$ cat config.mk
export PLATFORM = sky130hd
export DESIGN_NAME = slot_availability_exit
export DESIGN_NICKNAME = d
export VERILOG_FILES = /design/src/rtl/slot_availability_exit.sv
export SDC_FILE = /design/constraint.sdc
export NUM_CORES = 1
export LEC_CHECK = 0
export CAP_MARGIN = 20
export CORE_MARGIN = 1.5
export CORE_UTILIZATION = 40
export CTS_BUF_LIST = sky130_fd_sc_hd__clkbuf_4 sky130_fd_sc_hd__clkbuf_8
export CTS_CLUSTER_SIZE = 20
export DETAILED_ROUTE_END_ITERATION = 10
export GPL_TIMING_DRIVEN = 1
export PLACE_DENSITY = 0.71
export SYNTH_ARGS = -nofsm -noshare
export SYNTH_HDL_FRONTEND = slang
export SYNTH_SLANG_ARGS = --single-unit
$ cat constraint.sdc
create_clock -name clk -period 6.09 [get_ports clk]
set_clock_uncertainty 0.1 [all_clocks]
set_input_delay 1.218 -clock clk [delete_from_list [all_inputs] [get_ports clk]]
set_output_delay 1.218 -clock clk [all_outputs]
set_load 0.03 [all_outputs]
$ cat src/rtl/slot_availability_exit.sv
// Exit-side parking slot availability: owns the occupancy bitmap shared with
// the entry gate, validates exit requests, frees slots and times the exit gate.
`ifndef PARKING_SLOTS
`define PARKING_SLOTS 8
`endif

module slot_availability_exit #(
   parameter int N           = `PARKING_SLOTS,
   parameter int GATE_CYCLES = 4,
   localparam int FW         = $clog2(N) + 1,
   localparam int CW         = $clog2(N + 2)
) (
   input  logic          clk,
   input  logic          rst,
   input  logic          entry_mark,
   input  logic [FW-1:0] entry_flat,
   input  logic          exit_req,
   input  logic [FW-1:0] exit_flat,
   input  logic          pwd_flag,
   output logic          exit_ready,
   output logic          exit_ok,
   output logic          exit_reject,
   output logic          gate_open,
   output logic [CW-1:0] occupied_count
);
   localparam int GW = (GATE_CYCLES > 1) ? $clog2(GATE_CYCLES) : 1;
   localparam int MW = 2 ** FW;
   localparam logic [FW-1:0] N_FW = FW'(N);

   typedef enum logic [2:0] {
      S_IDLE, S_CHECK, S_RELEASE, S_REJECT, S_GATE
   } state_t;

   state_t        state_q, state_d;
   logic [N:0]    map_q, map_d;
   logic [CW-1:0] count_q, count_d;
   logic [GW-1:0] gate_cnt_q, gate_cnt_d;
   logic [FW-1:0] flat_q, flat_d;
   logic          pwd_q, pwd_d;
   logic          ready_q, ok_q, reject_q, gate_q;

   logic [MW-1:0] map_ext, set_oh, clr_oh;
   logic          set_en, clr_en;

   // Flat numbers can exceed N, so lookups go through a zero-padded copy
   // of the bitmap that covers the full flat-number range.
   assign map_ext = MW'(map_q);
   assign set_en  = entry_mark && (entry_flat <= N_FW) && !map_ext[entry_flat];
   // A same-slot mark in the release cycle keeps the slot occupied.
   assign clr_en  = (state_q == S_RELEASE) && !(entry_mark && (entry_flat == flat_q));
   assign set_oh  = set_en ? (MW'(1) << entry_flat) : '0;
   assign clr_oh  = clr_en ? (MW'(1) << flat_q) : '0;

   always_comb begin
      map_d   = (map_q & ~clr_oh[N:0]) | set_oh[N:0];
      count_d = count_q;
      if (set_en && !clr_en) count_d = count_q + CW'(1);
      else if (clr_en && !set_en) count_d = count_q - CW'(1);
   end

   always_comb begin
      state_d    = state_q;
      flat_d     = flat_q;
      pwd_d      = pwd_q;
      gate_cnt_d = gate_cnt_q;
      unique case (state_q)
         S_IDLE: begin
            if (exit_req) begin
               flat_d  = exit_flat;
               pwd_d   = pwd_flag;
               state_d = S_CHECK;
            end
         end
         S_CHECK: begin
            if (pwd_q && (flat_q <= N_FW) && map_ext[flat_q]) state_d = S_RELEASE;
            else state_d = S_REJECT;
         end
         S_RELEASE: begin
            gate_cnt_d = GW'(GATE_CYCLES - 1);
            state_d    = S_GATE;
         end
         S_REJECT: state_d = S_IDLE;
         S_GATE: begin
            if (gate_cnt_q == '0) state_d = S_IDLE;
            else gate_cnt_d = gate_cnt_q - GW'(1);
         end
         default: state_d = S_IDLE;
      endcase
   end

   // Outputs are decoded from the next state so the registered copies line
   // up exactly with the state register.
   always_ff @(posedge clk) begin
      if (rst) begin
         state_q    <= S_IDLE;
         map_q      <= '0;
         count_q    <= '0;
         gate_cnt_q <= '0;
         flat_q     <= '0;
         pwd_q      <= 1'b0;
         ready_q    <= 1'b1;
         ok_q       <= 1'b0;
         reject_q   <= 1'b0;
         gate_q     <= 1'b0;
      end else begin
         state_q    <= state_d;
         map_q      <= map_d;
         count_q    <= count_d;
         gate_cnt_q <= gate_cnt_d;
         flat_q     <= flat_d;
         pwd_q      <= pwd_d;
         ready_q    <= (state_d == S_IDLE);
         ok_q       <= (state_d == S_RELEASE);
         reject_q   <= (state_d == S_REJECT);
         gate_q     <= (state_d == S_GATE);
      end
   end

   assign exit_ready     = ready_q;
   assign exit_ok        = ok_q;
   assign exit_reject    = reject_q;
   assign gate_open      = gate_q;
   assign occupied_count = count_q;

endmodule
# Word level (Yosys, flattened, before mapping)
# Cells that the tools add are included.
[totals]
elab_cells = 63
out_inout_bits = 8
latch_bits = 0
input_bits = 13
memories = 0
register_bits = 27
romBits = 0
ram_bits = 0
[op_classes]
mul = 0
n_eq_ne = 8
div = 0
muxes = 14
reduce_logical = 19
n_addsub = 3
shifts = 2
bitwise = 3
order_cmp = 4
[ops]
columns = ["cell", "count"]
rows = [
  ["9-bit 2-to-1 mux", 2],
  ["1-bit by 4-bit left shift with 9-bit output, first input constant", 2],
  ["3-bit case mux with 4 select lines", 1],
  ["4-bit by 5-bit < comparator with 1-bit output, second input constant", 2],
  ["9-bit AND", 1],
  ["3-bit by 2-bit == test with 1-bit output, second input constant", 3],
  ["9-bit inverter", 1],
  ["9-bit bitwise OR", 1],
  ["1-bit binary-select mux with 4-bit select", 2],
  ["4-bit <= comparator, second input constant", 2],
  ["1-bit logical AND", 8],
  ["4-bit 2-to-1 mux", 2],
  ["3-bit == test, second input constant", 2],
  ["3-bit zero test", 2],
  ["3-bit 2-to-1 mux", 2],
  ["4-bit by 1-bit adder with 4-bit output, second input constant", 1],
  ["4-bit == test", 1],
  ["1-bit zero test", 4],
  ["2-bit case mux with 2 select lines", 1],
  ["2-bit AND reduction", 2],
  ["2-bit nonzero test", 2],
  ["4-bit by 1-bit subtractor with 4-bit output, second input constant", 1],
  ["3-bit by 1-bit == test with 1-bit output, second input constant", 1],
  ["1-bit 2-to-1 mux", 3],
  ["other kinds (4)", 4],
]

# Logic depth before layout (Yosys ltp)
# Gate-level depths: netlist of the first run.
[depth]
depth_word = 8
depth_mapped = 12

# Worst setup path after synthesis of the first run
# Ideal clock, no wire load.
[synth_timing]
path_kind = "input to register"
from = "in entry_flat[1]"
to = "reg count_q[3] (netlist: occupied_count[3])"
path_stages = 12
arrival_time_ps = 3611
setup_slack_ps = 2258
setup_ps = 121
cell_sequence = "buf_6 -> mux2i_1 -> a22o_1 -> or2_2 -> o211a_1 -> ha_1 -> inv_1 -> ha_1 -> a21o_1 -> a21oi_1 -> mux2i_1 -> mux2_2"
[synth_between]
elab_chain_cells = 7
word_cells_on_any_way = 16
[synth_lines]
columns = ["item", "line", "source"]
rows = [
  ["start, declared", "16", "input logic [FW-1:0] entry_flat,"],
  ["1-bit binary-select mux with 4-bit select / 4-bit == test (equally long branches)", "48, 50", ""],
  ["1-bit 2-to-1 mux (implied by the code) / 1-bit logical AND (equally long branches)", "48, 50", ""],
  ["1-bit zero test, on equally long branches", "48, 50", ""],
  ["1-bit logical AND, on equally long branches", "48, 50", ""],
  ["1-bit zero test, on equally long branches", "58, 57", ""],
  ["1-bit logical AND, on equally long branches", "58, 57", ""],
  ["2-bit nonzero test (no line) / 4-bit 2-to-1 mux (equally long branches)", "n/a", ""],
  ["end signal, assigned", "108", "count_q <= count_d;"],
  ["end, declared", "36", "logic [CW-1:0] count_q, count_d;"],
]
# Several ways; a longest one is shown, not always the timed one. The select of a mux whose other input is x is not followed.
# A chain may end at the register's enable or synchronous reset.

# Final worst setup path of the first run
# Ends and elaborated chain as after synthesis.

==> flow_summary_export.csv, run 1 <==
group,metric,value,unit
layout,fin_nets,204,
hold_path,whs_path_depth,2,
floorplanning,fp.dieW,64.52,um
synthesis,synth_warnings,0,
outcome,outcome,"completed",
timing,slew_violations,0,
critical_path,crit_fanout,9,
drt,postRouteAntennaNets,0,
synthesis,syn-cell-area,0.001514,sq mm
timing,fin_crit_sh,0.7034,
critical_path,required,6.16,ns
layout,antenna_cells,0,
layout,final_cell_mix,"dfxtp_1, nor2_1, clkdlybuf4s50_1",
synthesis,netlist_top_cells_area,"dfxtp_1, mux2i_1, nor2_1",
critical_path,reg2reg_depth,11,
timing,fmax,0.2335,GHz
drt,wl,3207,um
timing,setup_viol,0,
cts,numCtsBuffers,3,
synthesis,synth_top_area_frac,0.3570,
critical_path,crit_path_start_kind,"input pin",
critical_path,path_depth,12,
drt,wl_per_cell,13.76,um
cts,worstSkewPairLatency,0.27,ns
critical_path,critPathTopFamily,"buffers and inverters",
hold_path,hp-class,"flop to flop",
critical_path,end_kind,"flop",
synthesis,syn_inst,171,
synthesis,synth_seq_area_share,0.3570,
cts,post_cts_resized,0,
critical_path,critPathMaxStageDelay,0.71,ns
drt,first_iter_violations,114,
cts,holdBufCountCts,0,
synthesis,synth_area_leader_cell,"dfxtp_1",
pwr,ir_worst_vdd,0.1169,mV
critical_path,slowest_stage,"clkdlybuf4s50_1",
timing,rsz0062_at_grt,"false",
cts,clockBufferDepth,2,
placement,dp_hpwl,2343,um
synthesis,synth_cell_types,49,
synthesis,synth.ff_latch_count,27,
timing,worst_pin_slew,0.8528,ns
placement,io_buffers,20,
pwr,p_leak,0.6849,nW
pwr,power_density,232.6,mW/mm^2
layout,design_area,0.001767,sq mm
global_route,grt_first_pass_wirelength,5499,um
global_route,grt_use_total,0.1664,
drt,drc,0,
flow_run,max_cap_violations,0,
timing,hold_viol,0,
cts,clkTransAtPathRegs,0.09,ns
synthesis,ys_async_sr_fraction,0,
critical_path,path_cells,"clkdlybuf4s50_1 > mux2i_1 > a22o_1 > or2_2 > o211a_1 > ha_1 > inv_1 > ha_1 > a21o_1 > a21oi_1 > mux2i_1 > mux2_2",
global_route,grt_max_degree,24,
drt,firstDrtPassIters,4,
layout,syn2layout_area_growth,16.69,%
timing,tns,0,ns
timing,maxSlewHeadroom,0.4297,
global_route,grt-ovfl-total,0,
cts,h-tree-depth,1,
synthesis,synth_nets,189,
synthesis,synth-main-ff-cell,"dfxtp_1",
drt,vias,1299,
cts,cts_tree,"built",
placement,place.gp.congestion,0.9000,
timing,min_period,4.284,ns
synthesis,synth-edff-count,0,
layout,final_common_cell,"dfxtp_1",
floorplanning,fp.dieH,64.52,um
critical_path,critPathBufInv,2,
drt,via_per_inst,5.575,
global_route,grt_pass1_vias,1177,
critical_path,critPathArrivalTime,4.35,ns
synthesis,avgSynthCellArea,8.854,sq um
floorplanning,initial_core_util,0.4135,
critical_path,crit_type,"input pin to flop",
placement,placed_cell_area,0.001718,sq mm
cts,cts_root_buffer,"clkbuf_8",
layout,drive_gt1_frac,0.06486,
floorplanning,boundaryPins,21,
cts,cts.sinks,27,
floorplanning,core-area,0.003661,sq mm
cts,cts_setup_buffers,0,
floorplanning,fp-row-count,22,
global_route,antenna_found_initial,0,
floorplanning,die_area,0.004163,sq mm
## layer usage
metal / GRT usage / routed length, um
met1: 0.2366 / 1591
met2: 0.2552 / 1438
met3: 0.01736 / 138
met4: 0.07181 / 38
met5: 0 / 0
## power by group
part           internal (W)  leakage (nW)  switching [W]
registers          0.000188         0.220      0.0000142
clock network     0.0000513        0.0262      0.0000551
logic             0.0000481         0.438      0.0000536
## stage by stage
step                      total power (W)  setup WS (ns)    util  hold slack, ns  std cells
after floorplan                 0.0002767          2.258       -          0.3516        171
after global placement          0.0003070          1.599  0.4692          0.3868        229
after detailed placement        0.0003086          1.533  0.4692          0.3959        229
after CTS                       0.0004162          1.815  0.4826          0.4058        233
after global routing            0.0004377          1.659  0.4826          0.4366        233
final                           0.0004109          1.806  0.4826          0.4036        233
## worst min-delay path: stages, from the launching register on
cell     delay, ns
dfxtp_1       0.35
nand2_1       0.06
o32ai_1       0.05
## sequential cells by signal, indices dropped and copies added, names as in the netlist
signal / cells
exit_ok: 1
exit_ready: 1
exit_reject: 1
flat_q: 4
gate_cnt_q: 2
gate_open: 1
map_q: 9
occupied_count: 4
pwd_q: 1
state_q: 3
## Yosys cell counts (3+ instances only)
library cell / count
buf_2: 3
nand2b_1: 3
nand3_1: 3
nor2b_1: 5
nor2_1: 21
dfxtp_1: 27
o21ai_0: 3
xnor2_1: 3
inv_1: 10
ha_1: 4
mux2i_1: 11
nor3_1: 3
xor2_1: 3
clkbuf_1: 4
o41ai_1: 5
a21oi_1: 8
nand2_1: 11
and2_1: 4
## area by class of cell
class	count	area (sq um)
Multi-Input combinational cell	124	879.6
Timing Repair Buffer	20	200.2
Tap cell	48	60.06
Sequential cell	27	540.5
Clock buffer	4	48.80
Inverter	10	37.54
Fill cell	362	1894
## cell families after synthesis
group,count (synthesis),share of synthesized area
xor+xnor,6,0.03472
compound gates,36,0.1802
fa+ha+maj,5,0.04628
flops,27,0.3570
mux,14,0.1025
simple gates,63,0.2174
buf+inv,20,0.06198
## worst paths after layout
path                 start                 to  slack (ns)
min reg2reg       map_q[8]           map_q[8]        0.40
max          entry_flat[1]  occupied_count[3]        1.81
min               map_q[8]           map_q[8]        0.40
max reg2reg       map_q[3]  occupied_count[3]        3.11
No activity file was read; power rests on OpenSTA's default activity.
==> run 2: changes to the inputs <==
PLACE_DENSITY = 0.74   (was 0.71)
clock period = 3.9 ns   (was 6.09 ns; I/O delays follow)
==> run 2 against run 1 <==
Net effect: setup slack got worse by 1.5 ns; sequential power rose by 56%; die area stayed put; utilization grew 1.4 points; final cell count up 3.0%; cell area grew 3.0%; register-to-register slack lost 2.1 ns; critical path type unchanged; largest power group unchanged.
==> flow_summary_export.csv, run 2 (synthesis gave the netlist of run 1 again) <==
group,metric,value,unit
drt,firstDrtPassIters,4,
critical_path,crit_path_start_kind,"input pin",
pwr,ir_worst_vdd,0.1472,mV
layout,antenna_cells,0,
global_route,grt_pass1_vias,1185,
layout,multi_input_area,879.6,sq um
flow_run,max_cap_violations,0,
critical_path,rrSetupSlack,1.05,ns
critical_path,required,3.97,ns
hold_path,hp-class,"flop to flop",
pwr,power_density,356.7,mW/mm^2
cts,clkTransAtPathRegs,0.09,ns
critical_path,end_kind,"flop",
hold_path,whs_path_depth,2,
cts,cts_root_buffer,"clkbuf_8",
floorplanning,initial_core_util,0.4135,
pwr,clkPwrFrac,0.257,
critical_path,worst_r2r_endpoint,"occupied_count[3]",
timing,fin_worst_hold_slack,0.3973,ns
cts,h-tree-depth,1,
timing,maxSlewHeadroom,0.4673,
placement,place.gp.congestion,0.9053,
global_route,grt_first_pass_wirelength,5451,um
drt,wl,3273,um
cts,post_cts_resized,0,
global_route,grt_use_total,0.1670,
drt,postRouteAntennaNets,0,
layout,regMostFlops,"map_q",
cts,worstSkewPairLatency,0.27,ns
timing,worst_pin_slew,0.7970,ns
timing,min_period,3.633,ns
floorplanning,boundaryPins,21,
timing,fin_crit_sh,0.9314,
layout,seq_area,540.5,sq um
timing,tns,0,ns
drt,wl_per_cell,13.64,um
global_route,antenna_found_initial,0,
pwr,pwr-share-comb,0.255,
cts,clockBufferDepth,2,
drt,drc,0,
placement,placed_cell_area,0.001770,sq mm
cts,holdBufCountCts,0,
floorplanning,fp.dieW,64.52,um
layout,final_cell_mix,"dfxtp_1, nor2_1, clkdlybuf4s50_1",
placement,dp_hpwl,2392,um
global_route,grtUsageMet3,0.02604,
drt,first_iter_violations,63,
pwr,power.switching,0.0001943,W
global_route,use_met1,0.2265,
layout,design_area,0.001819,sq mm
critical_path,crit_fanout,7,
pwr,p_int,0.0004547,W
global_route,grt-ovfl-total,0,
drt,vias,1329,
floorplanning,fp.dieH,64.52,um
floorplanning,die_area,0.004163,sq mm
floorplanning,core-area,0.003661,sq mm
global_route,gr-usage-met2,0.2643,
cts,cts_setup_buffers,0,
pwr,swShare,0.2993,
global_route,grt_max_degree,24,
timing,fmax,0.2753,GHz
pwr,p_leak,0.7183,nW
layout,largest_register_ffs,9,
critical_path,r2r-start,"map_q[1]",
layout,syn2layout_area_growth,20.16,%
layout,final_common_cell,"dfxtp_1",
cts,numCtsBuffers,3,
timing,slew_violations,0,
pwr,finalPower,0.0006490,W
critical_path,crit_type,"input pin to flop",
critical_path,critPathArrivalTime,3.70,ns
cts,cts_tree,"built",
hold_path,hp-start,"map_q[8]",
layout,fin_nets,211,
outcome,outcome,"completed",
placement,dp_slack,-0.03006,ns
cts,cts.sinks,27,
drt,via_per_inst,5.538,
hold_path,whs_endpoint,"map_q[8]",
timing,hold_viol,0,
global_route,top_usage_layer,"met2",
floorplanning,fp-row-count,22,
pwr,power_frac_seq,0.487,
timing,setup_slack,0.2674,ns
timing,setup_viol,0,
layout,nFillCells,352,
placement,io_buffers,20,
critical_path,reg2reg_depth,11,
timing,rsz0062_at_grt,"false",
layout,drive_gt1_frac,0.09896,
run 2: cell types whose count changed in the layout (fill, tap and decap cells not counted), sizes merged:
cell / delta
buf: +7
run 2: final cells by class:
cell class / instances / share of cell area
Clock buffer: 4 / 0.02682
Sequential cell: 27 / 0.2971
Multi-Input combinational cell: 124 / 0.4835
Inverter: 10 / 0.02063
Tap cell: 48 / 0.03301
Timing Repair Buffer: 27 / 0.1389
run 2: through the flow:
stage | util | cells
floorplan | - | 171
global placement | 0.4836 | 236
detailed placement | 0.4836 | 236
CTS | 0.4969 | 240
global route | 0.4969 | 240
finish | 0.4969 | 240
run 2: worst max-delay path by stage:
stage                  start                 to  slack (ns)  cells past startpoint
2_1_floorplan  entry_flat[1]  occupied_count[3]        0.51                     12
3_5_place_dp   entry_flat[1]  occupied_count[3]       -0.03                     12
4_1_cts        entry_flat[1]  occupied_count[3]        0.27                     12
6_report       entry_flat[1]  occupied_count[3]        0.27                     12
5_1_grt        entry_flat[1]  occupied_count[3]        0.16                     12
3_3_place_gp   entry_flat[1]  occupied_count[3]        0.02                     12
run 2: critical path, cell delays in order:
cell and delay [ns]:
clkdlybuf4s50_1 0.64, mux2i_1 0.12, a22o_1 0.26, or2_2 0.31
o211a_1 0.21, ha_1 0.20, inv_1 0.07, ha_1 0.23
a21o_1 0.17, a21oi_1 0.16, mux2i_1 0.21, mux2_2 0.34
run 2: power by group through the flow:
stage          sequential [W]  clock [W]  combinational (W)
2_1_floorplan        0.000331          0           0.000101
3_3_place_gp         0.000323          0           0.000162
3_5_place_dp         0.000323          0           0.000165
4_1_cts              0.000316   0.000172           0.000167
5_1_grt              0.000319   0.000187           0.000180
6_report             0.000316   0.000167           0.000166
run 2: per-layer routing:
layer / wire (um) / vias to the layer above
met4: 48 / 0
met2: 1473 / 50
met3: 204 / 4
met1: 1547 / 619
li1: - / 656
met5: 0 / -
